File: src/rtl/alu_seq_nbit_if.sv
// alu_seq_nbit_if: operand/result handshake bundle for alu_seq_nbit
//   master drives A, B, op_sel, in_valid, out_ready
//   slave drives in_ready, result, carry, zero, overflow, out_valid
interface alu_seq_nbit_if #(parameter int WIDTH = 8);
   logic [WIDTH-1:0] A;
   logic [WIDTH-1:0] B;
   logic [2:0]       op_sel;
   logic             in_valid;
   logic             in_ready;
   logic [WIDTH-1:0] result;
   logic             carry;
   logic             zero;
   logic             overflow;
   logic             out_valid;
   logic             out_ready;
   modport master (
      output A, B, op_sel, in_valid, out_ready,
      input  in_ready, result, carry, zero, overflow, out_valid
   );
   modport slave (
      input  A, B, op_sel, in_valid, out_ready,
      output in_ready, result, carry, zero, overflow, out_valid
   );
endinterface

File: src/rtl/alu_seq_nbit.sv
// alu_seq_nbit: registered WIDTH-bit ALU with valid/ready handshake and shift-add multiply
//   clk   rising-edge clock
//   rst_n asynchronous active-low reset
//   bus   slave side of alu_seq_nbit_if (operands/op in, result/flags out)
module alu_seq_nbit #(
   parameter int WIDTH = 8
) (
   input logic          clk,
   input logic          rst_n,
   alu_seq_nbit_if.slave bus
);
   localparam int CW = $clog2(WIDTH);
   localparam logic [1:0] IDLE = 2'd0;
   localparam logic [1:0] MUL  = 2'd1;
   localparam logic [1:0] DONE = 2'd2;
   localparam logic [2:0] OP_ADD = 3'b000;
   localparam logic [2:0] OP_AND = 3'b001;
   localparam logic [2:0] OP_SUB = 3'b010;
   localparam logic [2:0] OP_OR  = 3'b011;
   localparam logic [2:0] OP_XOR = 3'b100;
   localparam logic [2:0] OP_SHL = 3'b101;
   localparam logic [2:0] OP_SHR = 3'b110;
   localparam logic [2:0] OP_MUL = 3'b111;
   logic [1:0]         state;
   logic [CW-1:0]      cnt;
   logic [2*WIDTH-1:0] mcand;
   logic [2*WIDTH-1:0] acc;
   logic [2*WIDTH-1:0] acc_nxt;
   logic [WIDTH-1:0]   mplier;
   logic [WIDTH:0]     sum;
   logic [WIDTH:0]     diff;
   logic [WIDTH-1:0]   alu_r;
   logic               alu_c;
   logic               alu_v;
   assign bus.in_ready  = state == IDLE;
   assign bus.out_valid = state == DONE;
   always_comb begin
      sum     = {1'b0, bus.A} + {1'b0, bus.B};
      diff    = {1'b0, bus.A} - {1'b0, bus.B};
      // shifting by >= WIDTH already yields zero in SV, so no explicit clamp
      alu_r   = bus.op_sel == OP_ADD ? sum[WIDTH-1:0] :
                bus.op_sel == OP_SUB ? diff[WIDTH-1:0] :
                bus.op_sel == OP_AND ? bus.A & bus.B :
                bus.op_sel == OP_OR  ? bus.A | bus.B :
                bus.op_sel == OP_XOR ? bus.A ^ bus.B :
                bus.op_sel == OP_SHL ? bus.A << bus.B :
                bus.op_sel == OP_SHR ? bus.A >> bus.B : '0;
      // diff[WIDTH] is the borrow out of the unsigned subtraction
      alu_c   = bus.op_sel == OP_ADD ? sum[WIDTH] :
                bus.op_sel == OP_SUB ? diff[WIDTH] : 1'b0;
      alu_v   = bus.op_sel == OP_ADD ? (bus.A[WIDTH-1] == bus.B[WIDTH-1]) && (sum[WIDTH-1] != bus.A[WIDTH-1]) :
                bus.op_sel == OP_SUB ? (bus.A[WIDTH-1] != bus.B[WIDTH-1]) && (diff[WIDTH-1] != bus.A[WIDTH-1]) : 1'b0;
      acc_nxt = acc + (mplier[0] ? mcand : '0);
   end
   always_ff @(posedge clk or negedge rst_n) begin
      if (!rst_n) begin
         state        <= IDLE;
         cnt          <= '0;
         mcand        <= '0;
         mplier       <= '0;
         acc          <= '0;
         bus.result   <= '0;
         bus.carry    <= 1'b0;
         bus.zero     <= 1'b0;
         bus.overflow <= 1'b0;
      end else begin
         case (state)
            IDLE: if (bus.in_valid) begin
               if (bus.op_sel == OP_MUL) begin
                  state  <= MUL;
                  mcand  <= {{WIDTH{1'b0}}, bus.A};
                  mplier <= bus.B;
                  acc    <= '0;
                  cnt    <= '0;
               end else begin
                  state        <= DONE;
                  bus.result   <= alu_r;
                  bus.carry    <= alu_c;
                  bus.zero     <= alu_r == '0;
                  bus.overflow <= alu_v;
               end
            end
            MUL: begin
               acc    <= acc_nxt;
               mcand  <= mcand << 1;
               mplier <= mplier >> 1;
               // the final iteration's sum is the full product; publish it directly
               if (cnt == CW'(WIDTH - 1)) begin
                  state        <= DONE;
                  cnt          <= '0;
                  bus.result   <= acc_nxt[WIDTH-1:0];
                  bus.carry    <= |acc_nxt[2*WIDTH-1:WIDTH];
                  bus.zero     <= acc_nxt[WIDTH-1:0] == '0;
                  bus.overflow <= 1'b0;
               end else begin
                  cnt <= cnt + 1'b1;
               end
            end
            DONE: if (bus.out_ready) state <= IDLE;
            default: state <= IDLE;
         endcase
      end
   end
endmodule

File: src/flat_wrapper.sv
// flat-port wrapper written by rule: the top's interface ports become plain ports
module alu_seq_nbit_flat 
#(
   parameter int WIDTH = 8
)
  (clk, rst_n, bus_A, bus_B, bus_op_sel, bus_in_valid, bus_out_ready, bus_in_ready, bus_result, bus_carry, bus_zero, bus_overflow, bus_out_valid);
  alu_seq_nbit_if #(.WIDTH(WIDTH)) bus_i ();
  input logic clk;
  input logic rst_n;
  input wire logic [$bits(bus_i.A)-1:0] bus_A;
  input wire logic [$bits(bus_i.B)-1:0] bus_B;
  input wire logic [$bits(bus_i.op_sel)-1:0] bus_op_sel;
  input wire logic [$bits(bus_i.in_valid)-1:0] bus_in_valid;
  input wire logic [$bits(bus_i.out_ready)-1:0] bus_out_ready;
  output wire logic [$bits(bus_i.in_ready)-1:0] bus_in_ready;
  output wire logic [$bits(bus_i.result)-1:0] bus_result;
  output wire logic [$bits(bus_i.carry)-1:0] bus_carry;
  output wire logic [$bits(bus_i.zero)-1:0] bus_zero;
  output wire logic [$bits(bus_i.overflow)-1:0] bus_overflow;
  output wire logic [$bits(bus_i.out_valid)-1:0] bus_out_valid;
  assign bus_i.A = bus_A;
  assign bus_i.B = bus_B;
  assign bus_i.op_sel = bus_op_sel;
  assign bus_i.in_valid = bus_in_valid;
  assign bus_i.out_ready = bus_out_ready;
  assign bus_in_ready = bus_i.in_ready;
  assign bus_result = bus_i.result;
  assign bus_carry = bus_i.carry;
  assign bus_zero = bus_i.zero;
  assign bus_overflow = bus_i.overflow;
  assign bus_out_valid = bus_i.out_valid;
  alu_seq_nbit #(.WIDTH(WIDTH)) u_core (.clk(clk), .rst_n(rst_n), .bus(bus_i));
endmodule
File: config.mk
export PLATFORM = sky130hd
export DESIGN_NAME = alu_seq_nbit_flat
export DESIGN_NICKNAME = d
export VERILOG_FILES = /design/src/rtl/alu_seq_nbit_if.sv /design/src/rtl/alu_seq_nbit.sv /design/src/flat_wrapper.sv
export SDC_FILE = /design/constraint.sdc
export NUM_CORES = 1
export LEC_CHECK = 0
export ABC_AREA = 1
export BUFFER_PORTS_ARGS = -buffer_cell sky130_fd_sc_hd__buf_4
export CAP_MARGIN = 20
export CORE_ASPECT_RATIO = 0.7
export CORE_MARGIN = 2
export CORE_UTILIZATION = 25
export DETAILED_ROUTE_END_ITERATION = 12
export GPL_ROUTABILITY_DRIVEN = 0
export GPL_TIMING_DRIVEN = 0
export SLEW_MARGIN = 10
export SYNTH_ARGS = -nofsm -noshare
export SYNTH_HDL_FRONTEND = slang
export SYNTH_SLANG_ARGS = --single-unit
export TNS_END_PERCENT = 5
File: constraint.sdc
create_clock -name clk -period 6.8 [get_ports clk]
set_clock_uncertainty 0.05 [all_clocks]
set_input_delay 0.34 -clock clk [delete_from_list [all_inputs] [get_ports clk]]
set_output_delay 0.34 -clock clk [all_outputs]
set_load 0.05 [all_outputs]
Word-level counts from Yosys, hierarchy flattened:

Cells that the tools add are included.
W data, S select, Z words.

* bits in registers: 56
* bits in latches: 0
* memory bits (writable): 0
* ROM bits: 0
* memories kept: 0

* add/sub/neg operators: 4
* multipliers: 0
* div/mod/pow operators: 0
* magnitude comparators: 0
* equality and inequality tests: 19
* shift operators: 2
* multiplexer cells: 46
* bitwise gates (word level): 3
* reductions and logical operators: 11

Operators by type and width (number)
* $mux W8: 12
* $mux W16: 5
* $pmux W16 S2: 2
* $pmux W8 S2: 2
* $add A16 B16 Y16: 1
* $logic_not A8 Y1: 2
* $eq A3 B3 Y1 const B: 5
* $mux W1: 13
* $add A8 B8 Y9: 1
* $mux W3: 3
* $sub A8 B8 Y9: 1
* $and A8 B8 Y8: 1
* $mux W2: 4
* $or A8 B8 Y8: 1
* $reduce_or A8 Y1: 1
* $shl A8 B8 Y8: 1
* $shr A8 B8 Y8: 1
* $xor A8 B8 Y8: 1
* $eq A3 B2 Y1 const B: 2
* $ne A2 B2 Y1 const B: 3
* $pmux W1 S2: 3
* $pmux W2 S3: 1
* $pmux W3 S2: 1
* $reduce_and A3 Y1: 2
* 12 further kinds: 16

Longest topological paths before layout:

* depth in word-level cells: 12
* depth in mapped cells: 21
* gate-level depth less buffers: 19

Least setup slack after synthesis:

Ideal clock, no wire load.

* path kind: flip-flop to flip-flop
* start: register u_core.mplier[0]
* end: register u_core.bus.carry
* arrival time: 2468 ps
* required time: 6632 ps
* slack: 4164 ps
* cell stages (with the launch flop): 21
* cells stage by stage: dfrtp_1 > clkbuf_1 > clkbuf_1 > nand2_1 > inv_1 > ha_1 > fa_1 > nand3_1 > nand2_1 > nand2_1 > nand3_1 > a21boi_2 > o21ai_1 > xor2_1 > nand2_1 > nor2_1 > nand2_1 > nand2_1 > nand2_1 > nand2_1 > nand2_1

* longest elaborated chain between the ends: 5

Ends and longest elaborated chain
* from (decl): line alu_seq_nbit.sv:29 `logic [WIDTH-1:0] mplier;`
* from (signal assigned): line alu_seq_nbit.sv:72 `mplier <= bus.B;`
* from (signal assigned): line alu_seq_nbit.sv:86 `mplier <= mplier >> 1;`
* $mux W16: line alu_seq_nbit.sv:53 `acc_nxt = acc + (mplier[0] ? mcand : '0);`
* $add A16 B16 Y16: line alu_seq_nbit.sv:53
* $reduce_or A8 Y1: line alu_seq_nbit.sv:92 `bus.carry <= |acc_nxt[2*WIDTH-1:WIDTH];`
* $mux W1: line alu_seq_nbit.sv:88 `if (cnt == CW'(WIDTH - 1)) begin`
* $pmux W1 S2: line alu_seq_nbit.sv:67 `case (state)`
* to (signal assigned): line alu_seq_nbit.sv:78 `bus.carry <= alu_c;`
* to (signal assigned): line alu_seq_nbit.sv:92
* to (decl): line alu_seq_nbit_if.sv:22 `output in_ready, result, carry, zero, overflow, out_valid`

No other way between the ends. The select of a mux whose other input is x is not followed.
A chain may end at the register's enable or synchronous reset.

Worst setup path in the final report:

Ends and elaborated chain as after synthesis.

==> impl_results.html <==
<table>
<tr><th>Metric</th><th>Value</th></tr>
<tr><th colspan="2">Clock network</th></tr>
<tr><td>H-tree depth</td><td>2</td></tr>
<tr><td>Maximum root-to-sink buffer count</td><td>2</td></tr>
<tr><td>Setup repair bufs after CTS</td><td>0</td></tr>
<tr><td>Hold buffer count at cts</td><td>0</td></tr>
<tr><td>Library cell used as clock root buffer</td><td>clkbuf_16</td></tr>
<tr><td>Sinks on Clock Net</td><td>56</td></tr>
<tr><td>Number of gates resized after CTS</td><td>0</td></tr>
<tr><td>Clock tree from TritonCTS</td><td>yes</td></tr>
<tr><td>Cts bufs inserted</td><td>5</td></tr>
<tr><td>Clock network latency to the later pin of the worst-skew pair</td><td>0.30 ns</td></tr>
<tr><td>Clock-pin slew reported for the worst setup and hold paths after clock tree synthesis</td><td>0.08 ns</td></tr>
<tr><th colspan="2">Yosys</th></tr>
<tr><td>Synth Warn #</td><td>0</td></tr>
<tr><td>Synth area leader</td><td>dfrtp_1</td></tr>
<tr><td>Net count of the mapped netlist</td><td>814</td></tr>
<tr><td>Share of cell area taken by muxes after synthesis</td><td>0%</td></tr>
<tr><td>Adder and majority cell fraction of the synthesized area</td><td>11.4%</td></tr>
<tr><td>Top area cells in the synthesized netlist</td><td>dfrtp_1 28%, nand2_1 16%, ha_1 10%, inv_1 7.9%, nand3_1 5.9%</td></tr>
<tr><td>Cell Area, Synth</td><td>5030 µm²</td></tr>
<tr><td>Area share of and/or/nand/nor cells after synthesis</td><td>31.1%</td></tr>
<tr><td>Post-Synthesis Mean Instance Area</td><td>6.73 µm²</td></tr>
<tr><td>Share of flip-flops with an asynchronous set or reset</td><td>100%</td></tr>
<tr><td>Sequential fraction of the synthesis area</td><td>27.9%</td></tr>
<tr><td>Most used flip-flop cell after synthesis</td><td>dfrtp_1</td></tr>
<tr><td>Post-Synthesis Cells</td><td>747</td></tr>
<tr><td>Number of distinct standard cells referenced by the synthesized netlist</td><td>47</td></tr>
<tr><td>Fraction of the mapped netlist area in compound gates</td><td>15.8%</td></tr>
<tr><td>Synth Area in XOR/XNOR</td><td>2.61%</td></tr>
<tr><td>Area share of the largest cell type after synthesis</td><td>27.9%</td></tr>
<tr><td>Count of flip-flops with a built-in enable after synthesis</td><td>0</td></tr>
<tr><td>Main combinational cell family by area after synthesis</td><td>simple AND/OR/NAND/NOR gates</td></tr>
<tr><td>Flip-flop and latch count after synthesis</td><td>56</td></tr>
<tr><th colspan="2">STA</th></tr>
<tr><td>Actual transition at the worst max-transition pin</td><td>0.767 ns</td></tr>
<tr><td>Final setup slack of the worst path</td><td>3.67 ns</td></tr>
<tr><td>Final worst-path cycle share</td><td>46.0%</td></tr>
<tr><td>Summed negative setup slack over all endpoints</td><td>0 ns</td></tr>
<tr><td>Number of setup violations in the final report</td><td>0</td></tr>
<tr><td>Maximum clock rate</td><td>320 MHz</td></tr>
<tr><td>Number of hold-slack violations in the final timing report</td><td>0</td></tr>
<tr><td>Worst slew margin</td><td>48.6%</td></tr>
<tr><td>Max Transition Viols Final</td><td>0</td></tr>
<tr><td>Unrepaired setup endpoints after global routing</td><td>false</td></tr>
<tr><td>Fin crit period</td><td>3.13 ns</td></tr>
<tr><th colspan="2">Drt</th></tr>
<tr><td>Wire length per cell after detailed routing</td><td>14.2 µm</td></tr>
<tr><td>Total via count in the routed design</td><td>4963</td></tr>
<tr><td>Top layer reached by signal wires</td><td>met4</td></tr>
<tr><td>Routed wl met3</td><td>1200 µm</td></tr>
<tr><td>Number of DRC markers in iteration 0</td><td>436</td></tr>
<tr><td>Number of vias per cell</td><td>4.69</td></tr>
<tr><td>Sum of routed wire segments on met1</td><td>8210 µm</td></tr>
<tr><td>Met2 wirelength from detailed routing</td><td>5430 µm</td></tr>
<tr><td>Count of antenna-violating nets left after detailed routing</td><td>0</td></tr>
<tr><td>Pre-antenna DRT Iters</td><td>6</td></tr>
<tr><td>Final routed DRC violation total</td><td>0</td></tr>
<tr><td>Final routed wirelength across all metal layers</td><td>15000 µm</td></tr>
<tr><th colspan="2">Place</th></tr>
<tr><td>Count of port buffers added during placement</td><td>34</td></tr>
<tr><td>Placed wire-length estimate</td><td>11800 µm</td></tr>
<tr><td>Placement-stage worst setup slack</td><td>3.69 ns</td></tr>
<tr><th colspan="2">Floorplan</th></tr>
<tr><td>Die ar.</td><td>21300 µm²</td></tr>
<tr><td>Floorplan die width</td><td>173 µm</td></tr>
<tr><td>Initial Utilization</td><td>25.5%</td></tr>
<tr><td>Core area</td><td>19700 µm²</td></tr>
<tr><td>Row Count</td><td>43</td></tr>
<tr><td>Die Height</td><td>123 µm</td></tr>
<tr><td>I/O pin count</td><td>36</td></tr>
<tr><th colspan="2">Hold path</th></tr>
<tr><td>Class of the worst hold path</td><td>input port to async pin</td></tr>
<tr><th colspan="2">GRT</th></tr>
<tr><td>Total track usage</td><td>14.6%</td></tr>
<tr><td>Wire length of the first global-routing pass</td><td>24200 µm</td></tr>
<tr><td>Antenna violations before repair</td><td>0</td></tr>
<tr><td>Largest net degree at the start of global routing</td><td>57</td></tr>
<tr><td>Remaining Overflow, GRT</td><td>0</td></tr>
<tr><td>Number of global-route vias before repair</td><td>4520</td></tr>
<tr><th colspan="2">Layout</th></tr>
<tr><td>Area growth from synthesis to layout</td><td>14.8%</td></tr>
<tr><td>Net count, final</td><td>855</td></tr>
<tr><td>Fillcell total</td><td>2162</td></tr>
<tr><td>Fraction of final layout cells with drive strength greater than 1</td><td>10.6%</td></tr>
<tr><td>Leading cell types in the layout, fill and taps excluded</td><td>217 x nand2_1, 106 x inv_1, 59 x nand3_1, 56 x dfrtp_1, 45 x o21ai_0</td></tr>
<tr><td>Antenna Diode Count</td><td>0</td></tr>
<tr><td>Leading cell type in the layout, fill and taps excluded</td><td>nand2_1</td></tr>
<tr><th colspan="2">Power</th></tr>
<tr><td>Cell Pwr Density</td><td>307 nW/µm²</td></tr>
<tr><td>Peak supply drop</td><td>0.124 mV</td></tr>
<tr><td>Leakage component of the power</td><td>3.03 nW</td></tr>
<tr><th colspan="2">Setup path</th></tr>
<tr><td>Required time reported for the critical path endpoint</td><td>6.95 ns</td></tr>
<tr><td>Element type at the critical path start</td><td>register</td></tr>
<tr><td>Arrival time reported for the critical path endpoint</td><td>3.28 ns</td></tr>
<tr><td>Classification of the worst setup path</td><td>register to register</td></tr>
<tr><td>Kind of end point of the critical path</td><td>register</td></tr>
<tr><td>Biggest fanout along the worst timing path</td><td>10</td></tr>
<tr><th colspan="2">Run</th></tr>
<tr><td>Max-capacitance violation count</td><td>0</td></tr>
<tr><th colspan="2">Outcome</th></tr>
<tr><td>Result of the run</td><td>completed</td></tr>
</table>
[path summary, 6_finish.rpt]
path | startpoint | to | slack [ns] | depth (start not counted)
min reg2reg | u_core.acc[2] | u_core.acc[2] | 0.44 | 2
min in group clk | bus_out_ready | u_core.state[1] | 0.25 | 4
max reg2reg | u_core.mplier[0] | u_core.bus.carry | 3.67 | 20
max | u_core.mplier[0] | u_core.bus.carry | 3.67 | 20
min | rst_n | u_core.state[0] | 0.03 | 1
max in group asynchronous | rst_n | u_core.mcand[8] | 6.16 | 1
[per-stage QoR]
step / util [%] / instances / hold WS (ns) / power [mW] / area [µm²]
floorplan: - / 747 / -0.00559 / 1.23 / 5030
global route: 29.2 / 1059 / 0.0938 / 1.93 / 5770
detailed placement: 28.5 / 1051 / 0.400 / 1.49 / 5620
global placement: 28.5 / 1051 / 0.405 / 1.49 / 5620
CTS: 29.2 / 1059 / 0.0739 / 1.77 / 5770
finish: 29.2 / 1059 / 0.0307 / 1.77 / 5770
[cells by family after synthesis]
family | Yosys count
fa+ha+maj | 44
simple gates | 360
flops | 56
buf+inv | 140
xor+xnor | 15
compound gates | 132
[area by class of cell]
| type | count | area [µm²] | area share (%) |
|---|---|---|---|
| buffer | 23 | 126 | 2.19 |
| clock buffer | 5 | 125 | 2.17 |
| clock inverter | 3 | 27.5 | 0.477 |
| inverter | 117 | 439 | 7.61 |
| multi-input combinational | 551 | 3060 | 53.0 |
| sequential | 56 | 1400 | 24.3 |
| tap | 270 | 338 | 5.85 |
| timing repair buffer | 34 | 255 | 4.42 |
[synth_stat cells (4+ instances only)]
| cell | number |
|---|---|
| nor2_1 | 44 |
| o221ai_1 | 5 |
| buf_2 | 5 |
| or2_1 | 4 |
| ha_1 | 41 |
| inv_2 | 8 |
| nand3_1 | 59 |
| a22o_1 | 5 |
| dfrtp_1 | 56 |
| nor3_1 | 5 |
| a21oi_1 | 35 |
| nand2_1 | 217 |
| o211ai_1 | 14 |
| nand4_1 | 9 |
| clkbuf_1 | 12 |
| inv_1 | 106 |
| o21ai_0 | 45 |
| nor2_2 | 7 |
| xor2_1 | 13 |
| o21ai_1 | 4 |
| o22ai_1 | 7 |
[critical path, cell delays in order (launching register included)]
cell      delay (ns)
dfrtp_1         0.36
clkbuf_1        0.18
clkbuf_1        0.26
nand2_1         0.11
inv_1           0.05
ha_1            0.21
fa_1            0.40
nand3_1         0.09
nand2_1         0.11
nand2_1         0.09
nand3_1         0.13
a21boi_2        0.19
o21ai_1         0.09
xor2_1          0.18
nand2_1         0.07
nor2_1          0.11
nand2_1         0.08
nand2_1         0.06
nand2_1         0.09
nand2_1         0.07
nand2_1         0.04
[where the power goes]
part	leakage [nW]	internal (mW)	switching [mW]	total [mW]
Clock	0.0719	0.140	0.134	0.274
Combinational	2.23	0.313	0.638	0.951
Sequential	0.727	0.469	0.0793	0.548
[flip-flops by register name, summed over array words and instances, names as in the netlist]
register / flops
u_core.acc: 16
u_core.mcand: 16
u_core.bus.result: 8
u_core.mplier: 8
u_core.cnt: 3
u_core.state: 2
u_core.bus.carry: 1
u_core.bus.overflow: 1
u_core.bus.zero: 1
[metal layers]
metal | track usage, % | up-vias
met5 | 0 | -
met4 | 2.65 | 0
met3 | 2.88 | 12
met2 | 19.0 | 188
met1 | 23.8 | 2257
li1 | - | 2506
No activity file was read; power rests on OpenSTA's default activity.
